File: src/rtl/key_move_ctrl.sv
// Turns A/D make/break events into a held-direction level plus a rate-limited step strobe.
// Last-pressed key wins; a held key steps once, waits HOLD_DELAY, then repeats every REPEAT_PERIOD.
module key_move_ctrl #(
    parameter logic [8:0]  KEY_A         = 9'h01C,
    parameter logic [8:0]  KEY_D         = 9'h023,
    parameter int unsigned HOLD_DELAY    = 2000000,
    parameter int unsigned REPEAT_PERIOD = 524288,
    parameter int unsigned CNT_W         = 24
) (
    input  logic         clk,
    input  logic         rst,
    input  logic         enable,
    input  logic         key_valid,
    input  logic [8:0]   last_change,
    input  logic [511:0] key_down,
    output logic [1:0]   key_state,
    output logic         move_pulse,
    output logic         repeating
);

    typedef enum logic [1:0] {S_IDLE, S_PRESS, S_REPEAT} state_e;
    typedef enum logic {DIR_LEFT, DIR_RIGHT} dir_e;

    localparam logic [CNT_W-1:0] HOLD_LAST   = CNT_W'(HOLD_DELAY - 1);
    localparam logic [CNT_W-1:0] REPEAT_LAST = CNT_W'(REPEAT_PERIOD - 1);

    state_e           state_q, state_d;
    dir_e             dir_q, dir_d;
    logic [CNT_W-1:0] timer_q, timer_d;
    logic [1:0]       key_state_q, key_state_d;
    logic             move_pulse_q, move_pulse_d;
    logic             repeating_q, repeating_d;

    logic       is_ad, make_ev, break_ev, other_held, strobe;
    dir_e       ev_dir;
    logic [8:0] other_code;

    assign is_ad      = (last_change == KEY_A) || (last_change == KEY_D);
    assign make_ev    = key_valid && is_ad && key_down[last_change];
    assign break_ev   = key_valid && is_ad && !key_down[last_change];
    assign ev_dir     = (last_change == KEY_A) ? DIR_LEFT : DIR_RIGHT;
    assign other_code = (dir_q == DIR_LEFT) ? KEY_D : KEY_A;
    assign other_held = key_down[other_code];

    // NOTE: every variable gets a default at the top so no path leaves it unassigned (no latches).
    always_comb begin
        state_d = state_q;
        dir_d   = dir_q;
        timer_d = timer_q + CNT_W'(1);
        strobe  = 1'b0;

        if (!enable) begin
            state_d = S_IDLE;
            timer_d = '0;
        end else if (state_q == S_IDLE) begin
            timer_d = '0;
            if (make_ev) begin
                state_d = S_PRESS;
                dir_d   = ev_dir;
                strobe  = 1'b1;
            end
        end else if (make_ev && ev_dir != dir_q) begin
            state_d = S_PRESS;
            dir_d   = ev_dir;
            timer_d = '0;
            strobe  = 1'b1;
        end else if (break_ev && ev_dir == dir_q) begin
            timer_d = '0;
            if (other_held) begin
                state_d = S_PRESS;
                dir_d   = (dir_q == DIR_LEFT) ? DIR_RIGHT : DIR_LEFT;
                strobe  = 1'b1;
            end else begin
                state_d = S_IDLE;
            end
        end else if (state_q == S_PRESS && timer_q == HOLD_LAST) begin
            state_d = S_REPEAT;
            timer_d = '0;
            strobe  = 1'b1;
        end else if (state_q == S_REPEAT && timer_q == REPEAT_LAST) begin
            timer_d = '0;
            strobe  = 1'b1;
        end

        // Back-to-back events must not produce a two-cycle-wide strobe.
        move_pulse_d = strobe && !move_pulse_q;
        repeating_d  = (state_d == S_REPEAT);
        if (state_d == S_IDLE) key_state_d = 2'b00;
        else                   key_state_d = (dir_d == DIR_LEFT) ? 2'b10 : 2'b01;
    end

    // NOTE: sequential state uses non-blocking assignments so all flops update together.
    always_ff @(posedge clk or negedge rst) begin
        if (!rst) begin
            state_q      <= S_IDLE;
            dir_q        <= DIR_LEFT;
            timer_q      <= '0;
            key_state_q  <= 2'b00;
            move_pulse_q <= 1'b0;
            repeating_q  <= 1'b0;
        end else begin
            state_q      <= state_d;
            dir_q        <= dir_d;
            timer_q      <= timer_d;
            key_state_q  <= key_state_d;
            move_pulse_q <= move_pulse_d;
            repeating_q  <= repeating_d;
        end
    end

    assign key_state  = key_state_q;
    assign move_pulse = move_pulse_q;
    assign repeating  = repeating_q;

endmodule

File: config.mk
export PLATFORM = sky130hd
export DESIGN_NAME = key_move_ctrl
export DESIGN_NICKNAME = d
export VERILOG_FILES = /design/src/rtl/key_move_ctrl.sv
export SDC_FILE = /design/constraint.sdc
export NUM_CORES = 1
export LEC_CHECK = 0
export CAP_MARGIN = 10
export CORE_AREA = 8 8 198 200
export DETAILED_ROUTE_END_ITERATION = 10
export DIE_AREA = 0 0 206 208
export SLEW_MARGIN = 25
export SYNTH_ARGS = -nofsm -noshare
export SYNTH_HDL_FRONTEND = slang
export SYNTH_SLANG_ARGS = --single-unit
File: constraint.sdc
create_clock -name clk -period 3.44 [get_ports clk]
set_input_delay 0.688 -clock clk [delete_from_list [all_inputs] [get_ports clk]]
set_output_delay 0.688 -clock clk [all_outputs]
set_load 0.01 [all_outputs]
Word level (Yosys, flattened, before mapping)
Index checks and enable logic that the tools add are counted.

$add $sub $neg: 1. Order comparisons: 2. Eq/ne operators: 9. Mux-type cells: 36. Reductions and logical operators: 13.

Operators with widths (count): $mux 24 (6); $add 24x1->24 const B (1); $eq 24x19->1 const B (1); $eq 24x21->1 const B (1); $mux 1 (19); $bmux 1 s9 (2); $mux 2 (8); $lt 6x10->1 const B (1); $lt 9x10->1 const B (1); $eq 9x5->1 const B (1); $eq 9x6->1 const B (1); $logic_and 1x1->1 (8); $mux 6 (1); $eq 2x2->1 const B (2); $logic_not 2->1 (2); $eq 2x1->1 const B (1); $logic_not 1->1 (2); $eq 1x1->1 (1); $logic_or 1x1->1 (1); $ne 1x1->1 (1).

Flip-flop bits (word level): 31. Output and inout bits: 4. Logic and storage cells: 67.

Logic depth before layout (Yosys ltp)
Word-level depth: 11. Depth in mapped cells: 16.

Worst setup path after synthesis
Ideal clock, no wire load.

Path type: input to register. Start point: in last_change[0]. End point: reg timer_q[17]. Library setup time: 119 ps. Arrival time: 3262 ps. Required time: 3321 ps. Slack: 59 ps. Cell stages on the path: 15. Buffers on the path: 5. Cell sequence: buf_6 -> buf_12 -> buf_12 -> buf_8 -> mux2i_1 -> o22ai_1 -> nor4_2 -> a21oi_1 -> a21o_1 -> a2111o_1 -> o21ai_4 -> xnor2_1 -> o211ai_4 -> buf_6 -> nor2_2.

Longest elaborated chain between the ends: 9. Elaborated cells between the ends (all ways): 18. Classes of those cells: eq/ne: 4; mux: 7; reduce/logical: 7.

RTL lines: start: declaration (RTL line 14) `input logic [8:0] last_change,`; $bmux 1 s9, or another cell as far along (RTL line 39, 40); $mux 1 (implied by the code) or $logic_or 1x1->1 (tied branches) (RTL line 39, 40, 38); $logic_not 1->1 or $logic_and 1x1->1 (tied branches) (RTL line 40, 39); $logic_and 1x1->1 (RTL line 40) `assign break_ev = key_valid && is_ad && !key_down[last_change];`; $logic_and 1x1->1 (RTL line 67) `end else if (break_ev && ev_dir == dir_q) begin`; $mux 24 (RTL line 67); $mux 24 * (RTL line 62) `end else if (make_ev && ev_dir != dir_q) begin`; $mux 24 * (RTL line 55) `end else if (state_q == S_IDLE) begin`; $mux 24 * (RTL line 52) `if (!enable) begin`; named net timer_d[17] (RTL line 29) `logic [CNT_W-1:0] timer_q, timer_d;`; end signal: assignment (RTL line 104) `timer_q <= timer_d;`; end: declaration (RTL line 29).

The timed path passes the listed nets; every way through them passes the cells marked *. The select of a mux whose other input is x is not followed.

Worst setup path in the final report
Start point: in key_down[412]. End point: reg timer_q[19].

Longest elaborated chain between the ends: 9. Elaborated cells between the ends (all ways): 11. Classes of those cells: mux: 6; reduce/logical: 5.

RTL lines: start: declaration (RTL line 15) `input logic [511:0] key_down,`; $bmux 1 s9 * (RTL line 39, 40); $mux 1 (implied by the code) * (RTL line 39, 40); $logic_not 1->1 (RTL line 40); $logic_and 1x1->1 (RTL line 40); $logic_and 1x1->1 (RTL line 67); $mux 24 (RTL line 67); $mux 24 * (RTL line 62); $mux 24 * (RTL line 55); $mux 24 * (RTL line 52); named net timer_d[19] (RTL line 29).

Marks and branches as above.

==> metrics.csv <==
metric,value,unit
Tot Pwr,0.00225,W
Critical-path top delay cell,mux4_2,
DRC marker count from the first detailed-route iteration,413,
P&R area growth vs syn,120,%
Post-Synth Adder-Cell Area,0.199,%
fmax,294,MHz
Clock Skew,0.00891,ns
post-synthesis sequential area ratio,12.4,%
# setup viols final,0,
part of the power in registers,16.3,%
Crit. End Element,register,
Clock power frac,18.2,%
first-pass GRT wire length,62500,µm
net switching power,0.000655,W
DRT Pass-1 Iters,5,
hpwl dp,38700,µm
FF-to-FF path depth,9,
status,completed,
share of flip-flops with an asynchronous set or reset,100,%
# IOs,529,
final wirelength,44700,µm
post-synthesis cell type count,68,
pre-CTS setup slack,-0.674,ns
Final #Nets,1804,
"Top FF cell, synth",dfrtp_1,
Core Region,36100,µm²
GRT met1 Usage,23.4,%
CTS Buf Count,5,
FP Rows,70,
"antenna viol nets, final",0,
P per Cell Area,163,nW/µm²
final setup margin,0.0362,ns
H-tree depth,2,
yosys warns,0,
complex-gate fraction of the synthesized area,16.3,%
Max stage delay on crit path,0.48,ns
Yosys reg bits,31,
slew margin rel.,63.7,%
WL/cell,25.6,µm
die height,208,µm
layout cell share with drive strength beyond 1,25.6,%
layer carrying the most global-route usage,met2,
number of flops mapped to enable cells by yosys,0,
Final period util,98.9,%
Final Critical Period,3.40,ns
internal power consumption,0.00159,W
Clock Path Buffers,2,
Worst setup endpoint,timer_q[19]$_DFF_PN0_,
Overflow after GRT,0,
most frequent cells in the layout,"clkdlybuf4s50_1 (495), buf_4 (125), mux2i_1 (95)",
port bufs,528,
Max Cap Viol,0,
Crit Path Category,in2reg,
Hold WC Path Type,reg2reg,
largest net degree at the start of global routing,32,
"Avg Cell Area, Syn",9.71,µm²
Worst-Margin Slew,0.541,ns
internal reg-to-reg setup slack,0.91,ns
fraction of synthesized cell area in xor and xnor cells,3.49,%
Syn Nets,1172,
Buf/Inv on CP,3,
root buf cell,clkbuf_16,
reg2reg start,timer_q[0]$_DFF_PN0_,
number of global-route vias before repair,9424,
worst skew pair latency,0.27,ns
Synth Cell Area,6270,µm²
Die W,206,µm
Final Slew Violations,0,
GR Util met2,34.4,%
main combinational cell family by area after synthesis,multiplexers,
DIE AREA,42800,µm²
routed vias/inst,4.79,
Post-Route Hold Slack,0.475,ns
CTS sink count,31,
RSZ-0062 raised after global routing,true,
WP data arrival,3.57,ns
Starting Density,17.4,%
cells after synthesis,646,
"critical path, cell by cell","clkdlybuf4s50_1, mux4_2, o22ai_1, nor4_1, o31ai_1, a311o_1, o2111ai_2, o21ai_4, xnor2_2, o211ai_4, buf_12, clkbuf_16, nor2_2",
mux share of post-synthesis cell area,44.3,%
Crit path max-delay family,compound AO/OA/AOI/OAI gates,
# hold bufs at CTS,0,
Comb pwr share,65.6,%
CP Max Fanout,6,
"commonest non-fill, non-tap cell in the layout",clkdlybuf4s50_1,
Crit path depth,13,
clk slew on worst S/H paths,0.05,ns
CP startpoint,key_down[412],
Pleak,5.52,nW
Startpoint Class,input port,
simple-gate share of the synthesized area,15.8,%
CTS tree,yes,
Hold Fails Final Rpt,0,
RR Endpoint,move_pulse$_DFF_PN0_,
initial antenna violation count,4,
worst path required time,3.60,ns
# DRC,0,
GRT Resource Usage Total,19.5,%
GR Util met3,5.00,%
VDD IR max,0.000165,V
gp weighted congestion,0.894,
Sw Share,29.2,%
via count,8386,
[flip-flops by register name, indices dropped and copies added, names as in the netlist]
name and count:
move_pulse 1, key_state 2, dir_q 1, repeating 1, timer_q 24, state_q 2
[metrics by stage]
step	instance area [µm²]	setup TNS (ns)	instances	utilization, %
5_1_grt	13800	-0.556	1748	38.2
2_1_floorplan	6270	0	646	-
4_1_cts	13400	-0.564	1736	37.1
3_5_place_dp	12900	-19.59	1716	35.7
3_3_place_gp	12900	-17.94	1716	35.7
6_report	13800	0	1749	38.2
[worst min path at each step]
| stage | from | endpoint | slack, ns | cells after the start |
|---|---|---|---|---|
| after floorplan | rst | dir_q$_DFF_PN0_ | 0.39 | 0 |
| after global placement | timer_q[0]$_DFF_PN0_ | timer_q[0]$_DFF_PN0_ | 0.47 | 1 |
| after detailed placement | timer_q[0]$_DFF_PN0_ | timer_q[0]$_DFF_PN0_ | 0.47 | 1 |
| after CTS | timer_q[0]$_DFF_PN0_ | timer_q[0]$_DFF_PN0_ | 0.48 | 1 |
| after global routing | timer_q[0]$_DFF_PN0_ | timer_q[0]$_DFF_PN0_ | 0.48 | 1 |
| final | timer_q[0]$_DFF_PN0_ | timer_q[0]$_DFF_PN0_ | 0.47 | 1 |
[layer usage]
metal / wire (µm) / share of wire [%] / vias up
li1: - / - / 3865
met1: 17800 / 40 / 4032
met2: 22100 / 49 / 426
met4: 1020 / 2.3 / 6
met5: 41 / 0.092 / -
met3: 3780 / 8.4 / 57
[power groups by stage]
stage / Clock, W / Sequential [W] / Combinational [W]
3_3_place_gp: 0 / 0.000371 / 0.00138
5_1_grt: 0.000437 / 0.000365 / 0.00156
6_report: 0.000408 / 0.000366 / 0.00147
4_1_cts: 0.000420 / 0.000365 / 0.00144
2_1_floorplan: 0 / 0.000372 / 0.000483
3_5_place_dp: 0 / 0.000371 / 0.00139
[logic make-up after synthesis]
family,after synthesis
and+or+nand+nor,181
xor gates and xnor gates,25
buffers and inverters,72
AOI/OAI and AO/OA,146
DFF,31
adders and majority gates,1
muxes,190
[cell usage after synthesis, types with 8 or more instances]
cell type	count	area, µm²
a21oi_1	10	50.1
a221oi_1	8	70.1
and3_1	8	50.1
buf_2	19	95.1
buf_4	9	67.6
buf_6	12	135
clkbuf_1	11	41.3
dfrtp_1	31	776
inv_1	12	45.0
mux2_2	27	304
mux2i_1	97	971
mux4_2	61	1370
nand2_1	28	105
nand3_1	18	90.1
nor2_1	30	113
nor2_2	20	125
nor2b_1	9	56.3
nor3_1	19	95.1
o21ai_0	24	120
o22ai_1	48	300
or3_1	8	50.1
or4_1	9	67.6
xnor2_1	11	96.3
xor2_1	14	123
[repair_timing]
item                                    4_1_cts  5_1_grt
buffers inserted                              8       12
resized for setup                            38       84
endpoints found under the setup margin       31       29
pin swaps                                     9       25
cloned                                        4        2
[worst register-to-register path, delay by kind of cell (launching register included)]
| family | cells | cell delay, ns |
|---|---|---|
| buffers and inverters | 1 | 0.18 |
| adders and majority gates | 1 | 0.20 |
| and+or+nand+nor | 4 | 0.84 |
| DFF | 1 | 0.39 |
| AOI/OAI and AO/OA | 3 | 0.82 |
[final cells by class]
cell class              count  area, µm²
well taps                 468        586
clock buffers               7        133
flip-flops and latches     31        776
clock inverters             1       5.00
fillers                  3675      22300
multi-input cells         543       5300
diodes                      2       5.00
repair buffers            684       6930
inverters                  13       48.8
(Power assumes the default switching activity.)
